`src/rtl/usb_bus_master.sv`:
```
// Bus-functional initiator for the 8-bit asynchronous host bus: turns a command plus
// byte stream into timed single or burst register reads and writes on addr/data/cen/rdn/wrn.
module usb_bus_master #(
    parameter int pADDR_WIDTH   = 21,
    parameter int LEN_WIDTH     = 7,
    parameter int SETUP_CYCLES  = 1,
    parameter int STROBE_CYCLES = 2,
    parameter int HOLD_CYCLES   = 1
) (
    input  logic                   usb_clk,
    input  logic                   usb_rst_n,
    input  logic                   cmd_valid,
    output logic                   cmd_ready,
    input  logic                   cmd_write,
    input  logic [pADDR_WIDTH-1:0] cmd_addr,
    input  logic [LEN_WIDTH-1:0]   cmd_len,
    input  logic [7:0]             wdata,
    input  logic                   wdata_valid,
    output logic                   wdata_ready,
    output logic [7:0]             rdata,
    output logic                   rdata_valid,
    output logic                   done,
    output logic                   busy,
    output logic [pADDR_WIDTH-1:0] usb_addr,
    output logic                   usb_cen,
    output logic                   usb_rdn,
    output logic                   usb_wrn,
    output logic [7:0]             usb_dout,
    output logic                   usb_dout_en,
    input  logic [7:0]             usb_din
);

    typedef enum logic [1:0] {IDLE, SETUP, STROBE, HOLD} state_t;

    localparam logic [3:0] SETUP_LOAD  = 4'(SETUP_CYCLES - 1);
    localparam logic [3:0] STROBE_LOAD = 4'(STROBE_CYCLES - 1);
    localparam logic [3:0] HOLD_LOAD   = 4'(HOLD_CYCLES - 1);

    state_t                 state_q;
    logic [3:0]             timer_q;
    logic [LEN_WIDTH-1:0]   count_q;
    logic                   isWrite_q;
    logic                   haveData_q;
    logic [pADDR_WIDTH-1:0] addr_q;
    logic [pADDR_WIDTH-1:0] addr_d;
    logic                   cen_q;
    logic                   rdn_q;
    logic                   wrn_q;
    logic [7:0]             dout_q;
    logic                   doutEn_q;
    logic [7:0]             rdata_q;
    logic                   rdataValid_q;
    logic                   done_q;
    logic                   busy_q;
    logic                   lastHold;
    logic                   takeByte;

    assign addr_d   = addr_q + pADDR_WIDTH'(1);
    assign lastHold = (state_q == HOLD) && (timer_q == '0);

    // A write byte is taken on the edge that enters SETUP, or later while SETUP stalls for it.
    assign takeByte = wdata_valid &&
                      (((state_q == IDLE) && cmd_valid && cmd_write) ||
                       ((state_q == SETUP) && isWrite_q && !haveData_q) ||
                       (lastHold && (count_q != '0) && isWrite_q));

    always_ff @(posedge usb_clk or negedge usb_rst_n) begin
        if (!usb_rst_n) begin
            state_q      <= IDLE;
            timer_q      <= '0;
            count_q      <= '0;
            isWrite_q    <= 1'b0;
            haveData_q   <= 1'b0;
            addr_q       <= '0;
            cen_q        <= 1'b1;
            rdn_q        <= 1'b1;
            wrn_q        <= 1'b1;
            dout_q       <= '0;
            doutEn_q     <= 1'b0;
            rdata_q      <= '0;
            rdataValid_q <= 1'b0;
            done_q       <= 1'b0;
            busy_q       <= 1'b0;
        end else begin
            done_q       <= 1'b0;
            rdataValid_q <= 1'b0;
            if (takeByte) begin
                dout_q     <= wdata;
                doutEn_q   <= 1'b1;
                haveData_q <= 1'b1;
            end
            case (state_q)
                IDLE: begin
                    if (cmd_valid) begin
                        state_q   <= SETUP;
                        timer_q   <= SETUP_LOAD;
                        isWrite_q <= cmd_write;
                        count_q   <= cmd_len;
                        addr_q    <= cmd_addr;
                        busy_q    <= 1'b1;
                        cen_q     <= 1'b0;
                        if (!takeByte) begin
                            haveData_q <= !cmd_write;
                            doutEn_q   <= 1'b0;
                        end
                    end
                end
                SETUP: begin
                    if (haveData_q) begin
                        if (timer_q == '0) begin
                            state_q <= STROBE;
                            timer_q <= STROBE_LOAD;
                            if (isWrite_q) begin
                                wrn_q <= 1'b0;
                            end else begin
                                rdn_q <= 1'b0;
                            end
                        end else begin
                            timer_q <= timer_q - 4'd1;
                        end
                    end
                end
                STROBE: begin
                    if (timer_q == '0) begin
                        state_q <= HOLD;
                        timer_q <= HOLD_LOAD;
                        rdn_q   <= 1'b1;
                        wrn_q   <= 1'b1;
                        if (!isWrite_q) begin
                            rdata_q      <= usb_din;
                            rdataValid_q <= 1'b1;
                        end
                    end else begin
                        timer_q <= timer_q - 4'd1;
                    end
                end
                HOLD: begin
                    if (timer_q != '0) begin
                        timer_q <= timer_q - 4'd1;
                    end else if (count_q == '0) begin
                        state_q    <= IDLE;
                        cen_q      <= 1'b1;
                        doutEn_q   <= 1'b0;
                        haveData_q <= 1'b0;
                        done_q     <= 1'b1;
                        busy_q     <= 1'b0;
                    end else begin
                        state_q <= SETUP;
                        timer_q <= SETUP_LOAD;
                        count_q <= count_q - LEN_WIDTH'(1);
                        addr_q  <= addr_d;
                        if (!takeByte) begin
                            haveData_q <= !isWrite_q;
                            doutEn_q   <= 1'b0;
                        end
                    end
                end
                default: state_q <= IDLE;
            endcase
        end
    end

    assign cmd_ready   = (state_q == IDLE);
    assign wdata_ready = takeByte;
    assign rdata       = rdata_q;
    assign rdata_valid = rdataValid_q;
    assign done        = done_q;
    assign busy        = busy_q;
    assign usb_addr    = addr_q;
    assign usb_cen     = cen_q;
    assign usb_rdn     = rdn_q;
    assign usb_wrn     = wrn_q;
    assign usb_dout    = dout_q;
    assign usb_dout_en = doutEn_q;

endmodule
```
`config.mk`:
```
export PLATFORM = sky130hd
export DESIGN_NAME = usb_bus_master
export DESIGN_NICKNAME = d
export VERILOG_FILES = /design/src/rtl/usb_bus_master.sv
export SDC_FILE = /design/constraint.sdc
export NUM_CORES = 1
export LEC_CHECK = 0
export ABC_AREA = 1
export CAP_MARGIN = 20
export CORE_UTILIZATION = 30
export DETAILED_ROUTE_END_ITERATION = 6
export GPL_TIMING_DRIVEN = 0
export HOLD_SLACK_MARGIN = 0.08
export REMOVE_ABC_BUFFERS = 1
export SYNTH_ARGS = -nofsm -noshare
export SYNTH_HDL_FRONTEND = slang
export SYNTH_SLANG_ARGS = --single-unit
export TNS_END_PERCENT = 10
```
`constraint.sdc`:
```
create_clock -name usb_clk -period 5.05 [get_ports usb_clk]
set_input_delay 1.01 -clock usb_clk [delete_from_list [all_inputs] [get_ports usb_clk]]
set_output_delay 1.01 -clock usb_clk [all_outputs]
set_load 0.03 [all_outputs]
```
# --- Word-level counts from Yosys, hierarchy flattened ---
# Index checks and enable logic that the tools add are counted.
totals:
  register_bits: 59
  input_bits: 49
  word_cells: 118
classes:
  add_sub_neg: 3
  n_eq_ne: 13
  n_mux: 58
  bitwise: 1
  n_reduce_logical: 28
ops:
  columns: ["op", "count"]
  rows:
  - ["21-bit 2-to-1 mux", 3]
  - ["21-bit case mux with 2 select lines", 1]
  - ["1-bit 2-to-1 mux", 31]
  - ["4-bit 2-to-1 mux", 6]
  - ["21-bit by 1-bit adder with 21-bit output, second input constant", 1]
  - ["7-bit 2-to-1 mux", 3]
  - ["2-bit inequality test, second input constant", 8]
  - ["4-bit case mux with 4 select lines", 1]
  - ["5-bit AND reduction", 3]
  - ["7-bit case mux with 2 select lines", 1]
  - ["1-bit case mux with 2 select lines", 6]
  - ["2-bit 2-to-1 mux", 5]
  - ["1-bit logical AND", 8]
  - ["2-bit case mux with 4 select lines", 1]
  - ["4-bit AND reduction", 2]
  - ["7-bit logical NOT", 1]
  - ["7-bit nonzero test", 1]
  - ["7-bit by 1-bit subtractor with 7-bit output, second input constant", 1]
  - ["3-bit AND reduction", 2]
  - ["2-bit == test, second input constant", 2]
  - ["4-bit logical NOT", 1]
  - ["2-bit nonzero test", 2]
  - ["4-bit nonzero test", 1]
  - ["4-bit by 1-bit subtractor with 4-bit output, second input constant", 1]
  - ["other kinds (8)", 11]

# --- Logic depth before layout (Yosys ltp) ---
logic_depth:
  ltp_word: 11
  ltp_mapped: 12
  mapped_depth_nobuf: 11

# --- Worst setup path after synthesis ---
# No wires, ideal clock.
synth_path:
  path_type: "input to output"
  start: "input port cmd_valid"
  end: "output port wdata_ready"
  t_arrival_ns: 1.688
  path_slack_ns: 2.352
  stages: 7
  path_buffers: 1
  path_cell_list: "nand2_1 -> nor2_1 -> a21oi_1 -> nand2_1 -> nand2_1 -> inv_1 -> buf_2"
synth_between:
  elab_chain_len: 5
synth_lines:
  columns: ["item", "line", "source"]
  rows:
  - ["start: declaration", "12", "input logic cmd_valid,"]
  - ["1-bit logical AND (2 in series)", "63", "(((state_q == IDLE) && cmd_valid && cmd_write) ||"]
  - ["1-bit logical OR", "63", null]
  - ["1-bit logical OR", "64", "((state_q == SETUP) && isWrite_q && !haveData_q) ||"]
  - ["1-bit logical AND", "62", "assign takeByte = wdata_valid &&"]
  - ["end: declaration", "19", "output logic wdata_ready,"]
# Every way passes these cells.

# --- Worst setup path after layout ---
layout_path:
  start: "register state_q[0]"
  end: "output port wdata_ready"
layout_between:
  elab_chain_len: 6
  word_cells_on_any_way: 13
  classes_between: "2 x eq/ne; 11 x reduce/logical"
layout_lines:
  columns: ["item", "line", "source"]
  rows:
  - ["start: declaration", "39", "state_t state_q;"]
  - ["start signal: assignment", "69", "state_q <= IDLE;"]
  - ["start signal: assignment", "95", "state_q <= SETUP;"]
  - ["start signal: assignment", "111", "state_q <= STROBE;"]
  - ["2-bit by 1-bit == test with 1-bit output (tied with other cells)", "64", null]
  - ["1-bit logical AND (on tied branches)", "64, 59, 63", null]
  - ["1-bit logical AND (on tied branches)", "64, 63, 65", null]
  - ["1-bit logical OR or 1-bit logical AND (tied branches)", "63, 65", null]
  - ["1-bit logical OR *", "64", null]
  - ["1-bit logical AND *", "62", null]
# Mark *: on every way between the ends. The rest lies on a longest branch, timed or not.

==> summary.txt <==
Clock tree
  – Worst-Skew Late Latency: 0.34 ns
  – CTS sink count: 59
  – CTS tree: done
  – Cts repair resizes: 1
  – Setup Fix Bufs, Post-CTS: 0
  – Hold_buf cts: 0
  – Worst-path clk slew: roughly 0.07 ns
  – TritonCTS buffer count: 9
  – CTS H-tree lvls: 3
  – Clock buffer depth: 2
  – CTS root buf: clkbuf_8

Global route
  – Vias in the first global route: 3446
  – Largest net degree at the start of global routing: 60
  – Gr usage total: 17.18%
  – First-pass GRT wire length: between 15000 and 20000 um
  – Congestion Overflow GR: 0
  – Initial antenna violation count: 0

Worst hold path
  – Critical hold path startpoint: rdata[2]
  – Hold EP: rdata[2]
  – Hold Crit Class: reg2reg
  – Hold path cells: 2

Layout
  – Layout cell share with drive strength beyond 1: 4.610%
  – FILL cells: around 1100
  – ANT cells: 0
  – Nets: 616
  – Final cell count without fillers: 704
  – Core Util, Final: 42.89%
  – Area Overhead vs Synth: 38.32%

STA
  – Setup TNS: 0 ns
  – Setup clock skew after layout: 0.01182 ns
  – Worst slew pin tran: 1.045 ns
  – Final Hold Fails: 0
  – Min Tclk post-route: between 4 and 5 ns
  – Endpoints failing setup: 0
  – Final Max Slew Viols: 0
  – Unrepaired setup endpoints after global routing: false
  – Fmax: 216.1 MHz
  – Final Cycle Share: 91.63%
  – Slew HR: 30.21%

Synth
  – Post-Synth XOR/XNOR Area: 1.297%
  – Synth area leaders: dfrtp_1 (42%), nand2_1 (16%), nor2_1 (6.7%), o21ai_0 (6.1%), inv_1 (5.6%)
  – Register area share after synthesis: a little over two fifths
  – Area share of the largest cell type after synthesis: 41.51%
  – Synth cell types: 30
  – Yosys warns: 0
  – Simple-gate share of the synthesized area: 31.06%
  – Compound-Gate Fraction of Synth Area: approximately 13%
  – Top cell type by total area after synthesis: dfrtp_1
  – Cell Area, Synth: ~0.0034 mm^2
  – #FFs+latches synth: 59
  – Mux contribution to synthesized area: 0%
  – Post-synthesis adder-cell area fraction: 2.965%
  – Main combinational cell family by area after synthesis: simple AND/OR/NAND/NOR gates
  – Post-Syn Area per Cell: roughly 7.2 um^2
  – Mapped Cells: 468

Drt
  – 1st-iter DRT viols: between 150 and 200
  – Post-route DRC: 0
  – Via density: 4.825
  – Post-DRT Antenna Nets: 0
  – 1st-pass router iterations: 4
  – Wire per inst: 13.44 um
  – Vias: 3397
  – Final WL: 9465 um

Status
  – Status: complete, no violations

Floorplanning
  – Die W: 108.1 um
  – Die ar.: 0.01168 mm^2
  – Core ar.: 0.01089 mm^2
  – Die Height: 108.1 um
  – Row count: 38
  – I/O Pins: 95
  – Initial Utilization: 31.00%

Run
  – Max-Cap Viols: 0

Placed design
  – DP HPWL: 6725 um
  – DP Cell Count: 688
  – Port bufs: 94
  – Placer Congestion: 0.8324

Power and ir drop
  – Pleak: between 0.002 and 0.0025 uW
  – Pwr Density: 720.6 mW/mm^2
  – Max IR drop VDD: 0.3598 mV

Worst setup path
  – R2r setup slk: 1.66 ns
  – Worst R2R Path Depth: 8
  – Crit path kind: reg2out
  – CP Launch Type: register
  – Critical Path RT: 4.04 ns
  – RR Startpoint: state_q[1]
  – Reg2reg end: usb_addr[9]
  – CP endpoint kind: output pin
  – Worst path arrival time: 3.62 ns
  – Max FO, Critical Path: 49
## how the worst max path moves through the flow
stage          slack [ns]  depth (start not counted)     endpoint       start
2_1_floorplan        1.37                          7  wdata_ready  state_q[0]
3_3_place_gp        -0.47                          8  wdata_ready  state_q[1]
3_5_place_dp         0.30                          8  wdata_ready  state_q[1]
4_1_cts              0.34                          8  wdata_ready  state_q[0]
5_1_grt              0.07                          8  wdata_ready  state_q[0]
6_report             0.42                          8  wdata_ready  state_q[0]
## critical path, stage by stage (launching register included)
cell and delay, ns:
dfrtp_1 0.44, ha_4 0.52, inv_1 0.55, nor2_1 0.27
nand3_1 0.09, nand2_1 0.08, nand2_1 0.24, inv_1 0.35
clkdlybuf4s50_1 0.74
## power by group
part           total [uW]  internal, uW  switching [uW]
Clock                 529           340             189
Sequential            934           715             219
Combinational        1900           696            1200
## synth_stat cells
master and count:
clkbuf_1 5, o21ai_0 41, buf_4 2, buf_1 1
a22oi_1 4, a21oi_1 11, xor2_1 5, o21bai_1 1
a21oi_4 1, nand3_2 1, nor3_1 11, dfstp_2 3
a31oi_1 4, nand3_1 25, nand2_2 1, ha_1 8
nor3_2 1, o21ai_1 5, buf_6 1, nand2_1 144
nand3_4 1, inv_2 1, nor2_1 60, inv_1 50
nand4_1 7, buf_2 5, o22ai_1 7, dfrtp_1 56
nand3b_1 2, o211ai_1 4
## registers in the layout (all words and copies together) (netlist names)
register	flops
usb_addr	21
rdata	8
usb_dout	8
count_q	7
timer_q	4
state_q	2
busy	1
done	1
haveData_q	1
isWrite_q	1
rdata_valid	1
usb_cen	1
usb_dout_en	1
usb_rdn	1
usb_wrn	1
## area by class of cell
cell class              instances  area, um^2  share of cell area [%]
multi-input cells             344        1643                   35.18
flip-flops and latches         59        1480                   31.70
repair buffers                 94       938.4                   20.10
inverters                      51       191.4                   4.100
well taps                     140       175.2                   3.751
clock buffers                  11       141.4                   3.028
clock inverters                 5       100.1                   2.144
## metrics by stage
stage	hold WS (ns)	area (um^2)	power (uW)	setup WS, ns
floorplan	0.4808	3302	2137	1.374
global placement	0.4572	4418	2799	-0.4727
detailed placement	0.4684	4418	2839	0.2997
CTS	0.4843	4669	3397	0.3383
global route	0.5145	4669	3645	0.07427
finish	0.4767	4669	3365	0.4228
## routing by layer
| metal | up-vias | routed length (um) | part of all wire (%) | GRT usage [%] |
|---|---|---|---|---|
| li1 | 1691 | - | - | - |
| met1 | 1579 | 4196 | 44 | 20.82 |
| met2 | 108 | 4482 | 47 | 29.44 |
| met3 | 19 | 619 | 6.5 | 4.882 |
| met4 | 0 | 166 | 1.8 | 5.088 |
| met5 | - | 0 | 0 | 0 |
## cells by family after synthesis
group                    count (synthesis)
flip-flops                              59
XOR/XNOR                                 5
AO/OA/AOI/OAI                           78
AND/OR/NAND/NOR                        253
buffers and inverters                   65
adder cells (fa/ha/maj)                  8
## cell usage in the layout (no fill, tap or decap), drive strengths merged
cell type / n
nand2: 145
clkdlybuf4s50: 93
nor2: 60
dfrtp: 56
inv: 51
o21ai: 46
nand3: 27
a21oi: 12
nor3: 12
clkbuf: 11
ha: 8
o22ai: 7
nand4: 7
xor2: 5
o211ai: 4
a31oi: 4
a22oi: 4
bufinv: 3
dfstp: 3
nand3b: 2
clkinv: 2
o21bai: 1
buf: 1
Power figures use the tool's default switching activity.
